### src/rtl/sram_arbiter_pkg.sv
// Shared constants, width helpers and the read-return slot type for sram_arbiter.
package sram_arbiter_pkg;

    localparam int unsigned RAM_LAT_DEF = 1;
    localparam int unsigned CH_ID_W     = 3;

    function automatic int unsigned be_w(input int unsigned data_w);
        return data_w / 8;
    endfunction

    // Index width that stays at least one bit for a single channel.
    function automatic int unsigned id_w(input int unsigned num_ch);
        return (num_ch <= 1) ? 1 : $clog2(num_ch);
    endfunction

    typedef struct packed {
        logic               vld;
        logic [CH_ID_W-1:0] id;
    } ret_slot_t;

endpackage

### src/rtl/sram_arbiter_if.sv
// Requester and RAM bus bundle for sram_arbiter; slave modport is the arbiter side.
interface sram_arbiter_if #(
    parameter int unsigned NUM_CH = 2,
    parameter int unsigned DATA_W = 32,
    parameter int unsigned ADDR_W = 32,
    parameter int unsigned RAM_AW = 14
);
    localparam int unsigned BE_W = DATA_W / 8;

    logic [NUM_CH*BE_W-1:0]   ch_cen;
    logic [NUM_CH-1:0]        ch_wr;
    logic [NUM_CH*ADDR_W-1:0] ch_addr;
    logic [NUM_CH*DATA_W-1:0] ch_wdata;
    logic [NUM_CH-1:0]        ch_ack;
    logic [NUM_CH-1:0]        ch_rrdy;
    logic [DATA_W-1:0]        ch_rdata;
    logic [BE_W-1:0]          ram_we;
    logic [RAM_AW-1:0]        ram_addr;
    logic [DATA_W-1:0]        ram_wdata;
    logic [DATA_W-1:0]        ram_rdata;

    modport master (
        output ch_cen, ch_wr, ch_addr, ch_wdata, ram_rdata,
        input  ch_ack, ch_rrdy, ch_rdata, ram_we, ram_addr, ram_wdata
    );

    modport slave (
        input  ch_cen, ch_wr, ch_addr, ch_wdata, ram_rdata,
        output ch_ack, ch_rrdy, ch_rdata, ram_we, ram_addr, ram_wdata
    );

endinterface

### src/rtl/sram_arbiter_rr_arbiter.sv
// Combinational round-robin picker: first requester after ptr_i, one-hot grant plus index.
module rr_arbiter
    import sram_arbiter_pkg::*;
#(
    parameter int unsigned NUM_CH = 2
) (
    input  logic [NUM_CH-1:0]          req_i,
    input  logic [id_w(NUM_CH)-1:0]    ptr_i,
    output logic [NUM_CH-1:0]          gnt_o,
    output logic [id_w(NUM_CH)-1:0]    idx_o,
    output logic                       vld_o
);
    localparam int unsigned IDW = id_w(NUM_CH);

    logic found;

    always_comb begin
        found = 1'b0;
        idx_o = '0;
        gnt_o = '0;
        // Offsets 1..NUM_CH from the pointer; offset NUM_CH wraps back to the last winner.
        for (int k = 1; k <= int'(NUM_CH); k++) begin
            for (int j = 0; j < int'(NUM_CH); j++) begin
                if (!found && req_i[j] && (j == ((int'(ptr_i) + k) % int'(NUM_CH)))) begin
                    found = 1'b1;
                    idx_o = IDW'(j);
                end
            end
        end
        for (int j = 0; j < int'(NUM_CH); j++) begin
            gnt_o[j] = found && (idx_o == IDW'(j));
        end
        vld_o = found;
    end

endmodule

### src/rtl/sram_arbiter.sv
// Round-robin front end sharing one synchronous RAM among NUM_CH fairy-style requesters.
// Optional per-channel grant/stall counters: define SRAM_ARBITER_PERF_EN.
module sram_arbiter
    import sram_arbiter_pkg::*;
#(
    parameter int unsigned NUM_CH  = 2,
    parameter int unsigned DATA_W  = 32,
    parameter int unsigned ADDR_W  = 32,
    parameter int unsigned RAM_AW  = 14,
    parameter int unsigned RAM_LAT = RAM_LAT_DEF
) (
    input  logic                  aclk,
    input  logic                  areset_n,
`ifdef SRAM_ARBITER_PERF_EN
    output logic [NUM_CH*32-1:0]  perf_grant_cnt,
    output logic [NUM_CH*32-1:0]  perf_stall_cnt,
`endif
    sram_arbiter_if.slave         bus
);
    localparam int unsigned BE_W = be_w(DATA_W);
    localparam int unsigned IDW  = id_w(NUM_CH);

    logic              ready_q;
    logic [IDW-1:0]    rr_ptr_q;
    ret_slot_t         pipe_q [RAM_LAT];

    logic [NUM_CH-1:0] req_c;
    logic [NUM_CH-1:0] gnt_c;
    logic [IDW-1:0]    gnt_idx_c;
    logic              gnt_vld_c;
    logic [BE_W-1:0]   cen_g_c;
    logic              wr_g_c;
    logic [ADDR_W-1:0] addr_g_c;
    logic [DATA_W-1:0] wdata_g_c;
    logic [NUM_CH-1:0] rrdy_c;
    logic              unused_addr_bits;

    always_ff @(posedge aclk or negedge areset_n) begin
        if (!areset_n) ready_q <= 1'b0;
        else           ready_q <= 1'b1;
    end

    always_comb begin
        req_c = '0;
        for (int i = 0; i < int'(NUM_CH); i++) begin
            req_c[i] = ready_q & (|bus.ch_cen[i*BE_W +: BE_W]);
        end
    end

    rr_arbiter #(.NUM_CH(NUM_CH)) u_rr (
        .req_i (req_c),
        .ptr_i (rr_ptr_q),
        .gnt_o (gnt_c),
        .idx_o (gnt_idx_c),
        .vld_o (gnt_vld_c)
    );

    // Granted channel's fields to the RAM; everything zero on idle cycles.
    always_comb begin
        cen_g_c   = '0;
        wr_g_c    = 1'b0;
        addr_g_c  = '0;
        wdata_g_c = '0;
        for (int i = 0; i < int'(NUM_CH); i++) begin
            if (gnt_c[i]) begin
                cen_g_c   = bus.ch_cen[i*BE_W +: BE_W];
                wr_g_c    = bus.ch_wr[i];
                addr_g_c  = bus.ch_addr[i*ADDR_W +: ADDR_W];
                wdata_g_c = bus.ch_wdata[i*DATA_W +: DATA_W];
            end
        end
    end

    assign bus.ch_ack    = gnt_c;
    assign bus.ram_we    = cen_g_c & {BE_W{wr_g_c}};
    assign bus.ram_addr  = addr_g_c[RAM_AW+1:2];
    assign bus.ram_wdata = wdata_g_c;
    assign unused_addr_bits = ^addr_g_c;

    always_ff @(posedge aclk or negedge areset_n) begin
        if (!areset_n) begin
            rr_ptr_q <= IDW'(NUM_CH - 1);
        end else if (gnt_vld_c) begin
            rr_ptr_q <= gnt_idx_c;
        end
    end

    // Return pipe tracks which channel owns each in-flight read.
    always_ff @(posedge aclk or negedge areset_n) begin
        if (!areset_n) begin
            for (int i = 0; i < int'(RAM_LAT); i++) begin
                pipe_q[i] <= '0;
            end
        end else begin
            pipe_q[0].vld <= gnt_vld_c & ~wr_g_c;
            pipe_q[0].id  <= CH_ID_W'(gnt_idx_c);
            for (int i = 1; i < int'(RAM_LAT); i++) begin
                pipe_q[i] <= pipe_q[i-1];
            end
        end
    end

    always_comb begin
        rrdy_c = '0;
        for (int i = 0; i < int'(NUM_CH); i++) begin
            rrdy_c[i] = pipe_q[RAM_LAT-1].vld && (pipe_q[RAM_LAT-1].id == CH_ID_W'(i));
        end
    end

    assign bus.ch_rrdy  = rrdy_c;
    assign bus.ch_rdata = bus.ram_rdata;

`ifdef SRAM_ARBITER_PERF_EN
    logic [31:0] grant_cnt_q [NUM_CH];
    logic [31:0] stall_cnt_q [NUM_CH];

    always_ff @(posedge aclk or negedge areset_n) begin
        if (!areset_n) begin
            for (int i = 0; i < int'(NUM_CH); i++) begin
                grant_cnt_q[i] <= '0;
                stall_cnt_q[i] <= '0;
            end
        end else begin
            for (int i = 0; i < int'(NUM_CH); i++) begin
                if (gnt_c[i]) begin
                    grant_cnt_q[i] <= grant_cnt_q[i] + 32'd1;
                end else if (|bus.ch_cen[i*BE_W +: BE_W]) begin
                    stall_cnt_q[i] <= stall_cnt_q[i] + 32'd1;
                end
            end
        end
    end

    for (genvar g = 0; g < int'(NUM_CH); g++) begin : g_perf
        assign perf_grant_cnt[g*32 +: 32] = grant_cnt_q[g];
        assign perf_stall_cnt[g*32 +: 32] = stall_cnt_q[g];
    end
`endif

endmodule

### src/flat_wrapper.sv
// flat-port wrapper written by rule: the top's interface ports become plain ports
module sram_arbiter_flat import sram_arbiter_pkg::*;
#(
    parameter int unsigned NUM_CH  = 2,
    parameter int unsigned DATA_W  = 32,
    parameter int unsigned ADDR_W  = 32,
    parameter int unsigned RAM_AW  = 14,
    parameter int unsigned RAM_LAT = RAM_LAT_DEF
)
  (aclk, areset_n, bus_ch_cen, bus_ch_wr, bus_ch_addr, bus_ch_wdata, bus_ram_rdata, bus_ch_ack, bus_ch_rrdy, bus_ch_rdata, bus_ram_we, bus_ram_addr, bus_ram_wdata);
  sram_arbiter_if #(.NUM_CH(NUM_CH), .DATA_W(DATA_W), .ADDR_W(ADDR_W), .RAM_AW(RAM_AW)) bus_i ();
  input  logic aclk;
  input  logic areset_n;
  input wire logic [$bits(bus_i.ch_cen)-1:0] bus_ch_cen;
  input wire logic [$bits(bus_i.ch_wr)-1:0] bus_ch_wr;
  input wire logic [$bits(bus_i.ch_addr)-1:0] bus_ch_addr;
  input wire logic [$bits(bus_i.ch_wdata)-1:0] bus_ch_wdata;
  input wire logic [$bits(bus_i.ram_rdata)-1:0] bus_ram_rdata;
  output wire logic [$bits(bus_i.ch_ack)-1:0] bus_ch_ack;
  output wire logic [$bits(bus_i.ch_rrdy)-1:0] bus_ch_rrdy;
  output wire logic [$bits(bus_i.ch_rdata)-1:0] bus_ch_rdata;
  output wire logic [$bits(bus_i.ram_we)-1:0] bus_ram_we;
  output wire logic [$bits(bus_i.ram_addr)-1:0] bus_ram_addr;
  output wire logic [$bits(bus_i.ram_wdata)-1:0] bus_ram_wdata;
  assign bus_i.ch_cen = bus_ch_cen;
  assign bus_i.ch_wr = bus_ch_wr;
  assign bus_i.ch_addr = bus_ch_addr;
  assign bus_i.ch_wdata = bus_ch_wdata;
  assign bus_i.ram_rdata = bus_ram_rdata;
  assign bus_ch_ack = bus_i.ch_ack;
  assign bus_ch_rrdy = bus_i.ch_rrdy;
  assign bus_ch_rdata = bus_i.ch_rdata;
  assign bus_ram_we = bus_i.ram_we;
  assign bus_ram_addr = bus_i.ram_addr;
  assign bus_ram_wdata = bus_i.ram_wdata;
  sram_arbiter #(.NUM_CH(NUM_CH), .DATA_W(DATA_W), .ADDR_W(ADDR_W), .RAM_AW(RAM_AW), .RAM_LAT(RAM_LAT)) u_core (.aclk(aclk), .areset_n(areset_n), .bus(bus_i));
endmodule
### config.mk
export PLATFORM = sky130hd
export DESIGN_NAME = sram_arbiter_flat
export DESIGN_NICKNAME = d
export VERILOG_FILES = /design/src/rtl/sram_arbiter_pkg.sv /design/src/rtl/sram_arbiter_if.sv /design/src/rtl/sram_arbiter_rr_arbiter.sv /design/src/rtl/sram_arbiter.sv /design/src/flat_wrapper.sv
export SDC_FILE = /design/constraint.sdc
export NUM_CORES = 1
export LEC_CHECK = 0
export CAP_MARGIN = 0
export CORE_AREA = 5 5 97 99
export DETAILED_ROUTE_END_ITERATION = 8
export DIE_AREA = 0 0 102 104
export PLACE_DENSITY = 0.63
export SETUP_SLACK_MARGIN = 0.5
export SLEW_MARGIN = 0
export SYNTH_ARGS = -nofsm -noshare
export SYNTH_HDL_FRONTEND = slang
export SYNTH_SLANG_ARGS = --single-unit
### constraint.sdc
create_clock -name aclk -period 2.41 [get_ports aclk]
set_input_delay 0.482 -clock aclk [delete_from_list [all_inputs] [get_ports aclk]]
set_output_delay 0.482 -clock aclk [all_outputs]
set_load 0.01 [all_outputs]
==> key figures <==
Status
  – Status: finished with violations
  – Failing checks: negative setup slack

Job
  – # Max-Cap Violations: 0

Routing
  – Wire length per cell: 16.6 µm
  – Via/cell ratio: 4.43
  – Initial DRC Count: 56
  – ANT nets after route: 0
  – First drt pass iteration count: 4
  – Routed wire length: 6660 µm
  – DRC: 0
  – Routed vias: 1772

Floorplanning
  – Die footprint: 10600 µm²
  – Core Box Area: 8470 µm²
  – Die Y: 104 µm
  – Initial Util: 13.0%
  – Rows: 34
  – Die Wd: 102 µm
  – # IOs: 258

Worst setup path
  – Worst Setup SP: bus_ch_cen[6]
  – FF-to-FF path depth: 6
  – Startpoint types: input pin
  – Crit path max-delay family: buffers and inverters
  – Capturing point of the worst reg2reg path: u_core.pipe_q[3]
  – Worst EP required: 1.93 ns
  – CP Data Arrival Time: 2.11 ns
  – Crit path depth: 10
  – Crit path max fanout: 7
  – Slowest Stage Delay on Critical Path: 0.56 ns
  – Crit Path Class: in2out
  – CP max-delay cell: or4_4
  – R2r startpoint: u_core.rr_ptr_q
  – WP buf/inv: 7
  – Cell mode on critical path: buf_6
  – CP endpoint: bus_ram_wdata[13]
  – Worst path cell trace: buf_6, or4_4, buf_6, a21oi_4, buf_6, buf_12, buf_8, buf_12, a22o_1, buf_2
  – Reg2Reg Setup Slack: 0.98 ns
  – Setup crit end kind: primary output

Pwr
  – Design internal power: 0.000703 W
  – Sw power: 0.000340 W
  – PD cells: 357 nW/µm²
  – Net Sw Frac: 32.6%
  – Sequential power share: 8.2%
  – Clk pwr share: 14.6%
  – Power Total: 0.00104 W
  – Leakage power: 1.29 nW
  – Maximum VDD drop: 274 µV
  – Combinational share of power: 77.2%

Yosys
  – Top FF cell, synth: dfrtp_1
  – Post-synthesis xor/xnor area fraction: 0%
  – EDFF count, synth: 0
  – Top-count cell post-synth: a22o_1
  – Yosys cell types: 27
  – Largest family of logic cells by synthesized area: compound AO/OA/AOI/OAI gates
  – Post-synthesis adder-cell area fraction: 0%
  – Commonest cells in the netlist: a22o_1, buf_4, nand4_1
  – Syn nets: 304
  – Cells after synthesis: 132
  – Seq/Total Area, Yosys: 9.23%
  – Synthesized flop and latch total: 4
  – Area share of and/or/nand/nor cells after synthesis: 12.4%
  – Synth Area in Compound Gates: 46.9%
  – Top post-synthesis cells by area: a22o_1, buf_4, dfrtp_1
  – Synth area leader: a22o_1
  – Asr flop ratio synth: 100%
  – Area share of the largest cell type after synthesis: 36.7%
  – Synth warn: 0
  – Avg Inst Size Synth: 8.32 µm²
  – Fraction of synthesized area in multiplexers: 0%
  – Synth Cell Area: 1100 µm²

Clocking
  – Root Driver: clkbuf_8
  – CTS Buffer Depth: 2
  – Clock buffer count from CTS: 3
  – Clock tree from TritonCTS: done
  – CTS sink count: 4
  – CTS H-tree depth: 1
  – Clock Latency Late Sink: 0.22 ns
  – Reg clk slew, reported paths: 0.03 ns
  – Hold buffers post-CTS: 0

Timing
  – Final critical-path share of the clock period: 108%
  – RSZ-0062 raised after global routing: yes
  – Fin. max-slew vios: 0
  – Fmax: 385 MHz
  – Final Hold Viols: 0
  – Post-layout minimum cycle time: 2.59 ns
  – Clk_skew: 0.000161 ns
  – Setup_tns: -4.88 ns
  – Final setup margin: -0.184 ns
  – # setup viols final: 47

Global routing
  – Initial antenna violation count: 0
  – GR Overflow Total: 0
  – Vias in the first global route: 1871
  – GRT Util Overall: 11.6%
  – Global-route wire length before repair: 9740 µm
  – Largest net degree at the start of global routing: 17

Layout
  – ANT cells: 0
  – Final instance area: 2920 µm²
  – Final net count: 465
  – Final core occ: 34.5%
  – Non-filler cells, final: 400
  – Layout area overhead: 166%
  – Fraction of layout cells with a size suffix above 1: 38.7%

Placement
  – Placed Area: 2680 µm²
  – RePlAce Congestion: 0.781
  – Dpl cells: 372
  – IO Port Bufs: 157
  – Hpwl dp: 5060 µm

Worst hold path
  – Worst hold path class: in2async
==> registers in the layout (all words and copies together), names as in the netlist <==
name             count
u_core.pipe_q        2
u_core.ready_q       1
u_core.rr_ptr_q      1
==> stage by stage <==
step	setup slack [ns]	hold slack [ns]
2_1_floorplan	0.147	0.186
3_3_place_gp	-0.706	0.530
3_5_place_dp	-0.753	0.529
4_1_cts	-0.179	0.463
5_1_grt	-0.257	0.476
6_report	-0.184	0.465
==> per-layer routing <==
layer  vias up  part of all wire [%]  track usage (%)
met5         -                     0                0
met4         0                  0.50             1.41
met3         8                    16             5.63
met2       149                    48             20.9
met1       799                    35             12.2
li1        816                     -                -
==> kinds of logic after synthesis <==
family	Yosys count
compound gates	58
flops	4
simple gates	23
other cells	1
buf+inv	46
==> worst register-to-register path, delay by kind of cell (launching register included) <==
kind,cells,cell delay (ns)
compound gates,2,0.22
simple gates,1,0.08
buf+inv,3,0.40
flops,1,0.58
==> cells in the final DEF (no fill, tap or decap), types with 3 or more instances in the layout <==
cell type	Yosys	layout
clkdlybuf4s50_1	0	97
buf_2	3	46
clkbuf_8	0	3
buf_4	36	18
buf_16	0	6
clkdlybuf4s15_2	0	10
a22o_1	46	46
dfrtp_1	3	3
o211ai_1	4	4
buf_6	4	15
nand4_1	8	8
nand2_1	6	6
buf_12	0	8
==> power groups by stage <==
stage                     clock, W  combinational (W)  sequential [W]
after CTS                 0.000159           0.000811       0.0000851
after global placement           0           0.000717       0.0000854
after floorplan                  0           0.000318       0.0000840
after global routing      0.000165           0.000864       0.0000875
final                     0.000152           0.000805       0.0000850
after detailed placement         0           0.000721       0.0000856
==> layout make-up <==
type | instances | area [µm²]
Fill cell | 886 | 5540
Tap cell | 108 | 135
Clock buffer | 4 | 45.0
Timing Repair Buffer | 201 | 1960
Multi-Input combinational cell | 82 | 678
Sequential cell | 4 | 101
Inverter | 1 | 3.75
==> worst min-delay path by stage <==
| stage | from | end | slack (ns) |
|---|---|---|---|
| after floorplan | areset_n | u_core.pipe_q[0] | 0.19 |
| after detailed placement | u_core.rr_ptr_q | u_core.rr_ptr_q | 0.53 |
| after global placement | u_core.rr_ptr_q | u_core.rr_ptr_q | 0.53 |
| after CTS | areset_n | u_core.pipe_q[0] | 0.46 |
| final | areset_n | u_core.ready_q | 0.47 |
| after global routing | areset_n | u_core.pipe_q[3] | 0.48 |
==> repair_timing <==
action                     CTS  global route
setup endpoints to repair   53            52
pin swaps                   12             8
buffers inserted            17             1
hold endpoints to repair     0             0
gates resized for setup    248             6
cloned                       6             0
Note: power is estimated with default switching activity, not from simulation.
